[config.mk]
export PLATFORM = sky130hd
export DESIGN_NAME = uart_frame_tx
export DESIGN_NICKNAME = d
export VERILOG_FILES = /design/src/rtl/uart_frame_pkg.sv /design/src/rtl/uart_byte_tx.sv /design/src/rtl/uart_frame_tx.sv
export SDC_FILE = /design/constraint.sdc
export NUM_CORES = 1
export LEC_CHECK = 0
export CAP_MARGIN = 30
export CORE_ASPECT_RATIO = 1.5
export CORE_MARGIN = 2
export CORE_UTILIZATION = 40
export DETAILED_ROUTE_END_ITERATION = 7
export PLACE_DENSITY = 0.64
export SLEW_MARGIN = 20
export SYNTH_ARGS = -nofsm -noshare
export SYNTH_HDL_FRONTEND = slang
export SYNTH_SLANG_ARGS = --single-unit
[constraint.sdc]
create_clock -name CLK -period 4.1 [get_ports CLK]
set_input_delay 1.23 -clock CLK [delete_from_list [all_inputs] [get_ports CLK]]
set_output_delay 1.23 -clock CLK [all_outputs]
set_load 0.005 [all_outputs]
[src/rtl/uart_frame_pkg.sv]
// Shared constants, FSM encoding and CRC-16/CCITT-FALSE helper for the UART frame transmitter.
package uart_frame_pkg;

    localparam logic [15:0] CRC_POLY             = 16'h1021;
    localparam logic [15:0] CRC_INIT             = 16'hFFFF;
    localparam int unsigned DEFAULT_CLKS_PER_BIT = 139;

    typedef enum logic [1:0] {
        ST_IDLE  = 2'd0,
        ST_LEAD  = 2'd1,
        ST_BYTE  = 2'd2,
        ST_TRAIL = 2'd3
    } frame_state_e;

    // One byte of MSB-first CRC-16, no reflection.
    function automatic logic [15:0] crc16_update(input logic [15:0] crc, input logic [7:0] data);
        logic [15:0] c;
        c = crc ^ {data, 8'h00};
        for (int unsigned i = 0; i < 8; i++) begin
            c = c[15] ? ((c << 1) ^ CRC_POLY) : (c << 1);
        end
        return c;
    endfunction

endpackage

[src/rtl/uart_byte_tx.sv]
// 8N1 byte serializer: start bit, 8 data bits LSB first, stop bit, CLKS_PER_BIT cycles each.
module uart_byte_tx
    import uart_frame_pkg::*;
#(
    parameter int unsigned CLKS_PER_BIT = DEFAULT_CLKS_PER_BIT
) (
    input  logic       CLK,
    input  logic       rst_n,
    input  logic       load,
    input  logic [7:0] data,
    output logic       tx_serial,
    output logic       active,
    output logic       byte_done
);

    localparam int unsigned CW = (CLKS_PER_BIT > 1) ? $clog2(CLKS_PER_BIT) : 1;
    localparam logic [CW-1:0] CLK_LAST = CW'(CLKS_PER_BIT - 1);

    logic [9:0]    shift_q, shift_d;
    logic [3:0]    bit_q, bit_d;
    logic [CW-1:0] clk_q, clk_d;
    logic          active_q, active_d;
    logic          bit_end;

    assign bit_end   = active_q && (clk_q == CLK_LAST);
    assign byte_done = bit_end && (bit_q == 4'd9);
    assign active    = active_q;
    assign tx_serial = active_q ? shift_q[0] : 1'b1;

    // A load in the last stop-bit cycle restarts immediately, giving back-to-back bytes.
    always_comb begin
        shift_d  = shift_q;
        bit_d    = bit_q;
        clk_d    = clk_q;
        active_d = active_q;
        if (load) begin
            shift_d  = {1'b1, data, 1'b0};
            bit_d    = '0;
            clk_d    = '0;
            active_d = 1'b1;
        end else if (active_q) begin
            if (bit_end) begin
                clk_d = '0;
                if (bit_q == 4'd9) begin
                    active_d = 1'b0;
                end else begin
                    bit_d   = bit_q + 4'd1;
                    shift_d = {1'b1, shift_q[9:1]};
                end
            end else begin
                clk_d = clk_q + CW'(1);
            end
        end
    end

    always_ff @(posedge CLK or negedge rst_n) begin
        if (!rst_n) begin
            shift_q  <= '1;
            bit_q    <= '0;
            clk_q    <= '0;
            active_q <= 1'b0;
        end else begin
            shift_q  <= shift_d;
            bit_q    <= bit_d;
            clk_q    <= clk_d;
            active_q <= active_d;
        end
    end

endmodule

[src/rtl/uart_frame_tx.sv]
// Framed UART transmitter: guard lead-in, payload bytes, CRC-16 trailer, guard tail, frame_n envelope.
module uart_frame_tx
    import uart_frame_pkg::*;
#(
    parameter int unsigned CLKS_PER_BIT  = DEFAULT_CLKS_PER_BIT,
    parameter int unsigned PAYLOAD_BYTES = 16,
    parameter int unsigned GUARD_BITS    = 2
) (
    input  logic                       CLK,
    input  logic                       rst_n,
    input  logic                       start,
    input  logic [8*PAYLOAD_BYTES-1:0] payload,
    output logic                       tx_serial,
    output logic                       frame_n,
    output logic                       busy,
    output logic                       done
);

    localparam int unsigned GUARD_TICKS = GUARD_BITS * CLKS_PER_BIT;
    localparam int unsigned GW          = (GUARD_TICKS > 1) ? $clog2(GUARD_TICKS) : 1;
    localparam int unsigned TOTAL_BYTES = PAYLOAD_BYTES + 2;
    localparam int unsigned IDX_W       = $clog2(TOTAL_BYTES + 1);

    localparam logic [GW-1:0]    GUARD_LAST = GW'(GUARD_TICKS - 1);
    localparam logic [IDX_W-1:0] IDX_END    = IDX_W'(TOTAL_BYTES);
    localparam logic [IDX_W-1:0] IDX_CRC_HI = IDX_W'(PAYLOAD_BYTES);
    localparam logic [IDX_W-1:0] IDX_CRC_LO = IDX_W'(PAYLOAD_BYTES + 1);

    frame_state_e                 state_q, state_d;
    logic [GW-1:0]                guard_q, guard_d;
    logic [IDX_W-1:0]             idx_q, idx_d;
    logic [15:0]                  crc_q, crc_d;
    logic [8*PAYLOAD_BYTES-1:0]   payload_q, payload_d;
    logic                         frame_n_q, busy_q, done_q;

    logic                         accept;
    logic                         guard_last;
    logic                         all_sent;
    logic                         load;
    logic                         done_d;
    logic [7:0]                   byte_data;
    logic                         byte_tx;
    logic                         byte_active;
    logic                         byte_done;

    assign accept     = (state_q == ST_IDLE) && start;
    assign guard_last = (guard_q == GUARD_LAST);
    assign all_sent   = (idx_q == IDX_END);

    // State register
    always_ff @(posedge CLK or negedge rst_n) begin
        if (!rst_n) begin
            state_q <= ST_IDLE;
        end else begin
            state_q <= state_d;
        end
    end

    // Next-state logic
    always_comb begin
        state_d = state_q;
        case (state_q)
            ST_IDLE:  if (start)                  state_d = ST_LEAD;
            ST_LEAD:  if (guard_last)             state_d = ST_BYTE;
            ST_BYTE:  if (byte_done && all_sent)  state_d = ST_TRAIL;
            ST_TRAIL: if (guard_last)             state_d = ST_IDLE;
            default:                              state_d = ST_IDLE;
        endcase
    end

    // Output logic
    always_comb begin
        load   = 1'b0;
        done_d = 1'b0;
        case (state_q)
            ST_LEAD:  load   = guard_last;
            ST_BYTE:  load   = byte_done && !all_sent;
            ST_TRAIL: done_d = guard_last;
            default: ;
        endcase
    end

    always_comb begin
        byte_data = '0;
        for (int unsigned j = 0; j < PAYLOAD_BYTES; j++) begin
            if (idx_q == IDX_W'(j)) begin
                byte_data = payload_q[8*j +: 8];
            end
        end
        if (idx_q == IDX_CRC_HI) byte_data = crc_q[15:8];
        if (idx_q == IDX_CRC_LO) byte_data = crc_q[7:0];
    end

    // CRC advances as each payload byte enters the serializer, so it is final before the trailer loads.
    always_comb begin
        guard_d   = '0;
        idx_d     = idx_q;
        crc_d     = crc_q;
        payload_d = payload_q;
        if (((state_q == ST_LEAD) || (state_q == ST_TRAIL)) && (state_d == state_q)) begin
            guard_d = guard_q + GW'(1);
        end
        if (accept) begin
            idx_d     = '0;
            crc_d     = CRC_INIT;
            payload_d = payload;
        end else if (load) begin
            idx_d = idx_q + IDX_W'(1);
            if (idx_q < IDX_CRC_HI) begin
                crc_d = crc16_update(crc_q, byte_data);
            end
        end
    end

    always_ff @(posedge CLK or negedge rst_n) begin
        if (!rst_n) begin
            guard_q   <= '0;
            idx_q     <= '0;
            crc_q     <= CRC_INIT;
            payload_q <= '0;
            frame_n_q <= 1'b1;
            busy_q    <= 1'b0;
            done_q    <= 1'b0;
        end else begin
            guard_q   <= guard_d;
            idx_q     <= idx_d;
            crc_q     <= crc_d;
            payload_q <= payload_d;
            frame_n_q <= (state_d == ST_IDLE);
            busy_q    <= (state_d != ST_IDLE);
            done_q    <= done_d;
        end
    end

    uart_byte_tx #(
        .CLKS_PER_BIT(CLKS_PER_BIT)
    ) u_byte_tx (
        .CLK      (CLK),
        .rst_n    (rst_n),
        .load     (load),
        .data     (byte_data),
        .tx_serial(byte_tx),
        .active   (byte_active),
        .byte_done(byte_done)
    );

    assign tx_serial = byte_active ? byte_tx : 1'b1;
    assign frame_n   = frame_n_q;
    assign busy      = busy_q;
    assign done      = done_q;

endmodule

# Word level (Yosys, flattened, before mapping)
# Cells that the tools add are included.
[word_totals]
regBits = 186
inputBits = 131
wordCells = 125
[classes]
order_cmp = 1
n_reduce_logical = 18
eq_ne = 26
mux = 55
n_bitwise = 9
n_addsub = 4
[op_table]
columns = ["cell", "n"]
rows = [
  ["$mux W8", 21],
  ["$mux W13", 8],
  ["$mux W16", 3],
  ["$eq A5 B4 Y1 const B", 8],
  ["$mux W10", 4],
  ["$not A3 Y3", 8],
  ["$eq A5 B3 Y1 const B", 4],
  ["$mux W4", 4],
  ["$xor A16 B16 Y16", 1],
  ["$eq A5 B5 Y1 const B", 3],
  ["$eq A5 B2 Y1 const B", 2],
  ["$mux W5", 2],
  ["$reduce_bool A2 Y1", 5],
  ["$add A9 B1 Y9 const B", 1],
  ["$eq A9 B9 Y1 const B", 1],
  ["$mux W9", 1],
  ["$add A8 B1 Y8 const B", 1],
  ["$eq A8 B8 Y1 const B", 1],
  ["$mux W2", 4],
  ["$pmux W2 S4", 1],
  ["$logic_and A1 B1 Y1", 6],
  ["$mux W1", 6],
  ["$add A5 B1 Y5 const B", 1],
  ["$eq A5 B1 Y1 const B", 1],
  ["14 further kinds", 16],
]

# Depth between registers and ports, before layout
[logic_depth]
ltp_word = 39
ltp_mapped = 14

# Hierarchy
# Synthesis repeated with hierarchy kept, for this count alone.
[unflattened]
hier_cells = 1196
area_unflattened_um2 = 10314.9
[modules_own_cells]
columns = ["module", "n_inst", "seq_area_each_um2", "area_per_inst_um2", "cells_each"]
rows = [
  ["uart_frame_tx", 1, 4100.2, 9052.4, 1066],
  ["uart_byte_tx", 1, 561.8, 1262.5, 130],
]

# Worst setup path after synthesis
# OpenSTA, ideal clock, no wires.
[synth_timing]
path_kind = "reg2reg"
startpoint = "reg idx_q[0]"
endpoint = "reg crc_q[14]"
setup_slack_ps = 954
arrival_time_ps = 3063
stages_incl_launch_ff = 15
period_less_slack_ps = 3146
setup_ps = 83
cell_sequence = "dfrtp_1 -> ha_1 -> buf_2 -> buf_2 -> and3_1 -> ha_1 -> clkbuf_1 -> nand3_1 -> a31o_1 -> and2_1 -> nand3_1 -> o2111ai_2 -> a31o_1 -> and3_1 -> o32a_1"
[synth_between]
elab_chain_cells = 27
word_cells_on_any_way = 52
classes_between = "order compare (1); eq/ne (18); mux (25); bitwise (2); reduce/logical (6)"
[synth_lines]
columns = ["item", "line_no", "source"]
rows = [
  ["start, declared", "uart_frame_tx.sv:31", "logic [IDX_W-1:0] idx_q, idx_d;"],
  ["start signal, assigned", "uart_frame_tx.sv:126", "idx_q <= idx_d;"],
  ["$logic_not A5 Y1", "uart_frame_tx.sv:86", "if (idx_q == IDX_W'(j)) begin"],
  ["$mux W8 (16 in a row)", "uart_frame_tx.sv:86", ""],
  ["$mux W8", "uart_frame_tx.sv:90", "if (idx_q == IDX_CRC_HI) byte_data = crc_q[15:8];"],
  ["$mux W8", "uart_frame_tx.sv:91", "if (idx_q == IDX_CRC_LO) byte_data = crc_q[7:0];"],
  ["$xor A16 B16 Y16", "uart_frame_pkg.sv:18", "c = crc ^ {data, 8'h00};"],
  ["$mux W13", "uart_frame_pkg.sv:20", "c = c[15] ? ((c << 1) ^ CRC_POLY) : (c << 1);"],
  ["$not A3 Y3 (no line)", "-", ""],
  ["$mux W13 (2 in a row)", "uart_frame_pkg.sv:20", ""],
  ["$mux W16", "uart_frame_tx.sv:109", "if (idx_q < IDX_CRC_HI) begin"],
  ["$mux W16", "uart_frame_tx.sv:107", "end else if (load) begin"],
  ["$mux W16", "uart_frame_tx.sv:103", "if (accept) begin"],
  ["end signal, assigned", "uart_frame_tx.sv:127", "crc_q <= crc_d;"],
  ["end, declared", "uart_frame_tx.sv:32", "logic [15:0] crc_q, crc_d;"],
]
# Several ways; a longest one is shown, not always the timed one. The select of a mux whose other input is x is not followed.
# A chain may end at the register's enable or synchronous reset.

# Worst setup path in the final report
[layout_timing]
startpoint = "reg idx_q[1]"
endpoint = "reg crc_q[13]"
[layout_between]
elab_chain_cells = 28
word_cells_on_any_way = 53
classes_between = "order compare (1); eq/ne (18); mux (26); bitwise (2); reduce/logical (6)"
[layout_lines]
columns = ["item", "line_no"]
rows = [
  ["$logic_not A5 Y1", "uart_frame_tx.sv:86"],
  ["$mux W8 (16 in a row)", "uart_frame_tx.sv:86"],
  ["$mux W8", "uart_frame_tx.sv:90"],
  ["$mux W8", "uart_frame_tx.sv:91"],
  ["$xor A16 B16 Y16", "uart_frame_pkg.sv:18"],
  ["$mux W13 (2 in a row)", "uart_frame_pkg.sv:20"],
  ["$not A3 Y3 (no line)", "-"],
  ["$mux W13 (2 in a row)", "uart_frame_pkg.sv:20"],
  ["$mux W16", "uart_frame_tx.sv:109"],
  ["$mux W16", "uart_frame_tx.sv:107"],
  ["$mux W16", "uart_frame_tx.sv:103"],
]
# Several ways; a longest one is shown, not always the timed one. The select of a mux whose other input is x is not followed.

==> summary.md <==
| Metric | Value |
|---|---|
| Final nets | 1418 |
| Max Root-Sink Buffers | 2 |
| Top area cells in the synthesized netlist | sky130_fd_sc_hd__dfrtp_1 (40%), sky130_fd_sc_hd__nand2_1 (15%), sky130_fd_sc_hd__dfstp_2 (6.9%) |
| Critical-path maximum fanout | 17 |
| Met2 capacity usage during global routing | 0.399 |
| Critical Path End | crc_q[13] |
| Final-layout fill cell count | roughly 2400 |
| Non-filler instance count after layout | ~1600 |
| Fraction of synthesis flops using an asynchronous set or reset pin | 1.00 |
| Antenna diode count | 0 |
| Number of levels in the clock H-tree | 4 |
| Capturing element type of the critical path | flop |
| Hold buffer count at cts | 0 |
| Count of warnings emitted by yosys | 0 |
| Max-cap violations | 0 |
| Post-detailed-placement cell area | 11500 um^2 |
| GRT Util Overall | 0.225 |
| Avg WL per Cell | 18.0 um |
| Area growth, synth to finish | 23.1% |
| Initial antenna violation count | 0 |
| Clock skew | 0.0106 ns |
| Unrepaired setup endpoints after global routing | no |
| Worst hold path class | flop to flop |
| Synth Flop Type | sky130_fd_sc_hd__dfrtp_1 |
| CTS sink cnt | 185 |
| Cells traversed along the worst timing path | inv_1, ha_1, nor2b_1, a221o_1, a211o_1, a2111oi_2, o21a_1, o21ai_2, xnor2_2, xor2_1, a21oi_1 |
| Detailed-route wire length | 29.0 mm |
| Area inside the core boundary | 24300 um^2 |
| Slowest Stage Delay on Critical Path | between 0.6 and 0.7 ns |
| Clock period minus worst slack | 3.60 ns |
| Quantity of I/O buffers inserted on ports | between 100 and 150 |
| Summed negative setup slack over all endpoints | 0 ns |
| Vias in the first global route | 8731 |
| Worst-margin pin slew | a little under 0.9 ns |
| Combinational Power Share | 0.045 |
| Chip Height | between 150 and 200 um |
| Synthesized netlist cell count | roughly 1200 |
| Post-CTS setup buffers | 0 |
| Instance count after placement with tap cells included | 1576 |
| TritonCTS clock tree | done |
| Depth of the most critical reg-to-reg path | 11 |
| Cell row count | 70 |
| Io pins | between 100 and 150 |
| Sequential cell fraction of total power | 0.492 |
| Endpoint of the most critical register-to-register path | crc_q[13] |
| Worst hold path stage count | 2 |
| Post-Synthesis Net Count | 1312 |
| Net Sw Frac | 0.216 |
| Peak ir drop on the vdd network | roughly 0.29 mV |
| End-of-flow core utilization | 0.499 |
| Syn Area/Cell | 8.48 um^2 |
| Residual overflow from global routing | 0 |
| Final number of hold-violating endpoints | 0 |
| Post-detailed-route DRC marker count | 0 |
| Master cell of the clock root buffer | sky130_fd_sc_hd__clkbuf_16 |
| Most frequent cells in the layout | sky130_fd_sc_hd__nand2_1 (402), sky130_fd_sc_hd__dfrtp_1 (159), sky130_fd_sc_hd__clkdlybuf4s50_1 (133), sky130_fd_sc_hd__nor2_1 (74), sky130_fd_sc_hd__a21oi_1 (70) |
| Max transition margin | 0.395 |
| Share of the yosys chip area belonging to registers | 0.472 |
| Die Area | 26000 um^2 |
| Power density normalized to cell area | slightly above 300 nW/um^2 |
| Remaining number of nets flagged by the antenna check after routing | 0 |
| Startpoint of the worst-slack reg-to-reg timing path | idx_q[1] |
| Setup-violating endpoint count in the final report | 0 |
| Synthesized flop and latch total | around 190 |
| Number of optimization iterations in the first detailed-route pass | 5 |
| Estimated wirelength of the detail-placed design | 21.6 mm |
| Number of flops mapped to enable cells by yosys | 0 |
| Die W | around 130 um |
| Latest clock arrival within the worst-skew pair | 0.44 ns |
| Ratio of cells with drive above 1 in the final layout | 0.0826 |
| Class of the most critical setup path | flop to flop |
| Worst-path cell with the longest stage delay | sky130_fd_sc_hd__ha_1 |
| Data arrival time of the worst path | 3.96 ns |
| Cts bufs inserted | 17 |
| Crit path from | idx_q[1] |
| Flop2flop setup slack | 0.50 ns |
| Maximum number of pins on one net before global-route repair | between 80 and 90 |
| Final weighted congestion of routability-driven global placement | between 0.9 and 1 |
| Vias | 8657 |
| Period utilization | 0.879 |
| Pleak | 5.66 nW |
| Commonest non-fill, non-tap cell in the layout | sky130_fd_sc_hd__nand2_1 |
| Cell type with the largest total area after synthesis | sky130_fd_sc_hd__dfrtp_1 |
| Result of the run | finished clean |
| Number of unique standard cell types used by synthesis | 86 |
| Tot Pwr | 0.00371 W |
| Portion of synthesized cell area occupied by the leading cell type | 0.403 |
| Category of the worst setup path launch point | flop |
| Internal power | roughly 0.0029 W |
| Clock slew at the register clock pins of the worst setup and hold paths | 0.07 ns |
| Met1 routing resource usage after global routing | 0.273 |
| Achievable clock frequency | between 0.2 and 0.3 GHz |
| Drt via density | 5.38 |
| Cell Area, Synth | 9880 um^2 |
| Number of slew-limit violations in the final report | 0 |
| Starting density of the core | 0.406 |
| Post-CTS Resized | 0 |
| Clock network fraction of total power | 0.463 |
| Met3 usage | 0.0332 |
| Area of all placed cells without fillers | 12200 um^2 |
| DRC marker count from the first detailed-route iteration | about 620 |
| CP Data Required Time | 4.46 ns |
| Total net switching power | 0.000800 W |
| Global route hottest layer | met2 |
| First-pass GRT wire length | approximately 46 mm |
per-layer routing:
layer	part of all wire	up-vias
met3	0.036	60
li1	-	4156
met1	0.41	4168
met4	0.036	0
met5	0	-
met2	0.52	273
worst max-delay path: cells and delay by family, from the launching register on:
family / cells / cell delay, ns
buffers and inverters: 1 / 0.10
DFF: 1 / 0.43
xor gates and xnor gates: 2 / 0.44
AOI/OAI and AO/OA: 6 / 1.66
adders and majority gates: 1 / 0.65
and+or+nand+nor: 1 / 0.24
power groups by stage:
stage	Clock, W	Sequential (W)	Combinational, W
finish	0.00172	0.00183	0.000166
global route	0.00182	0.00182	0.000182
CTS	0.00174	0.00183	0.000171
detailed placement	0	0.00186	0.000170
global placement	0	0.00186	0.000168
floorplan	0	0.00186	0.00000141
cell usage after synthesis (all sizes together), types with 16 or more instances:
cell type  count
o21ai         50
a21oi         71
dfrtp        159
nand3         21
nor2          74
dfstp         26
ha            16
buf           22
clkbuf        47
xor2          22
inv           32
nand2        403
through the flow:
step	worst slack (ns)	hold slack, ns
global placement	0.673	0.465
CTS	0.504	0.484
finish	0.497	0.482
floorplan	0.954	0.437
detailed placement	0.533	0.467
global route	0.236	0.506
registers in the layout, summed over array words and instances, names as in the netlist:
signal,cells
u_byte_tx.clk_q,8
u_byte_tx.active,1
frame_n,1
idx_q,5
u_byte_tx.bit_q,4
state_q,2
busy,1
payload_q,128
guard_q,9
crc_q,16
done,1
u_byte_tx.shift_q,9
final cells by class:
type                            instances  area [um^2]  area share
Clock inverter                         11          131      0.0108
Sequential cell                       185         4660       0.383
Multi-Input combinational cell        879         4800       0.395
Clock buffer                           21          480      0.0395
Timing Repair Buffer                  156         1560       0.128
Tap cell                              324          405      0.0333
Inverter                               32          120     0.00988
logic make-up after synthesis:
| kind of cell | count (synthesis) | share of synthesized area |
|---|---|---|
| AO/OA/AOI/OAI | 221 | 0.154 |
| multiplexers | 9 | 0.00912 |
| flip-flops | 185 | 0.472 |
| AND/OR/NAND/NOR | 598 | 0.267 |
| XOR/XNOR | 35 | 0.0347 |
| buffers and inverters | 101 | 0.0428 |
| adder cells (fa/ha/maj) | 16 | 0.0203 |
worst min path at each step:
stage                         end          start
global placement    payload_q[18]  payload_q[18]
CTS                 payload_q[59]  payload_q[59]
detailed placement  payload_q[59]  payload_q[59]
global route        payload_q[64]  payload_q[64]
finish              payload_q[59]  payload_q[59]
floorplan           payload_q[78]  payload_q[78]
Power figures use the tool's default switching activity.
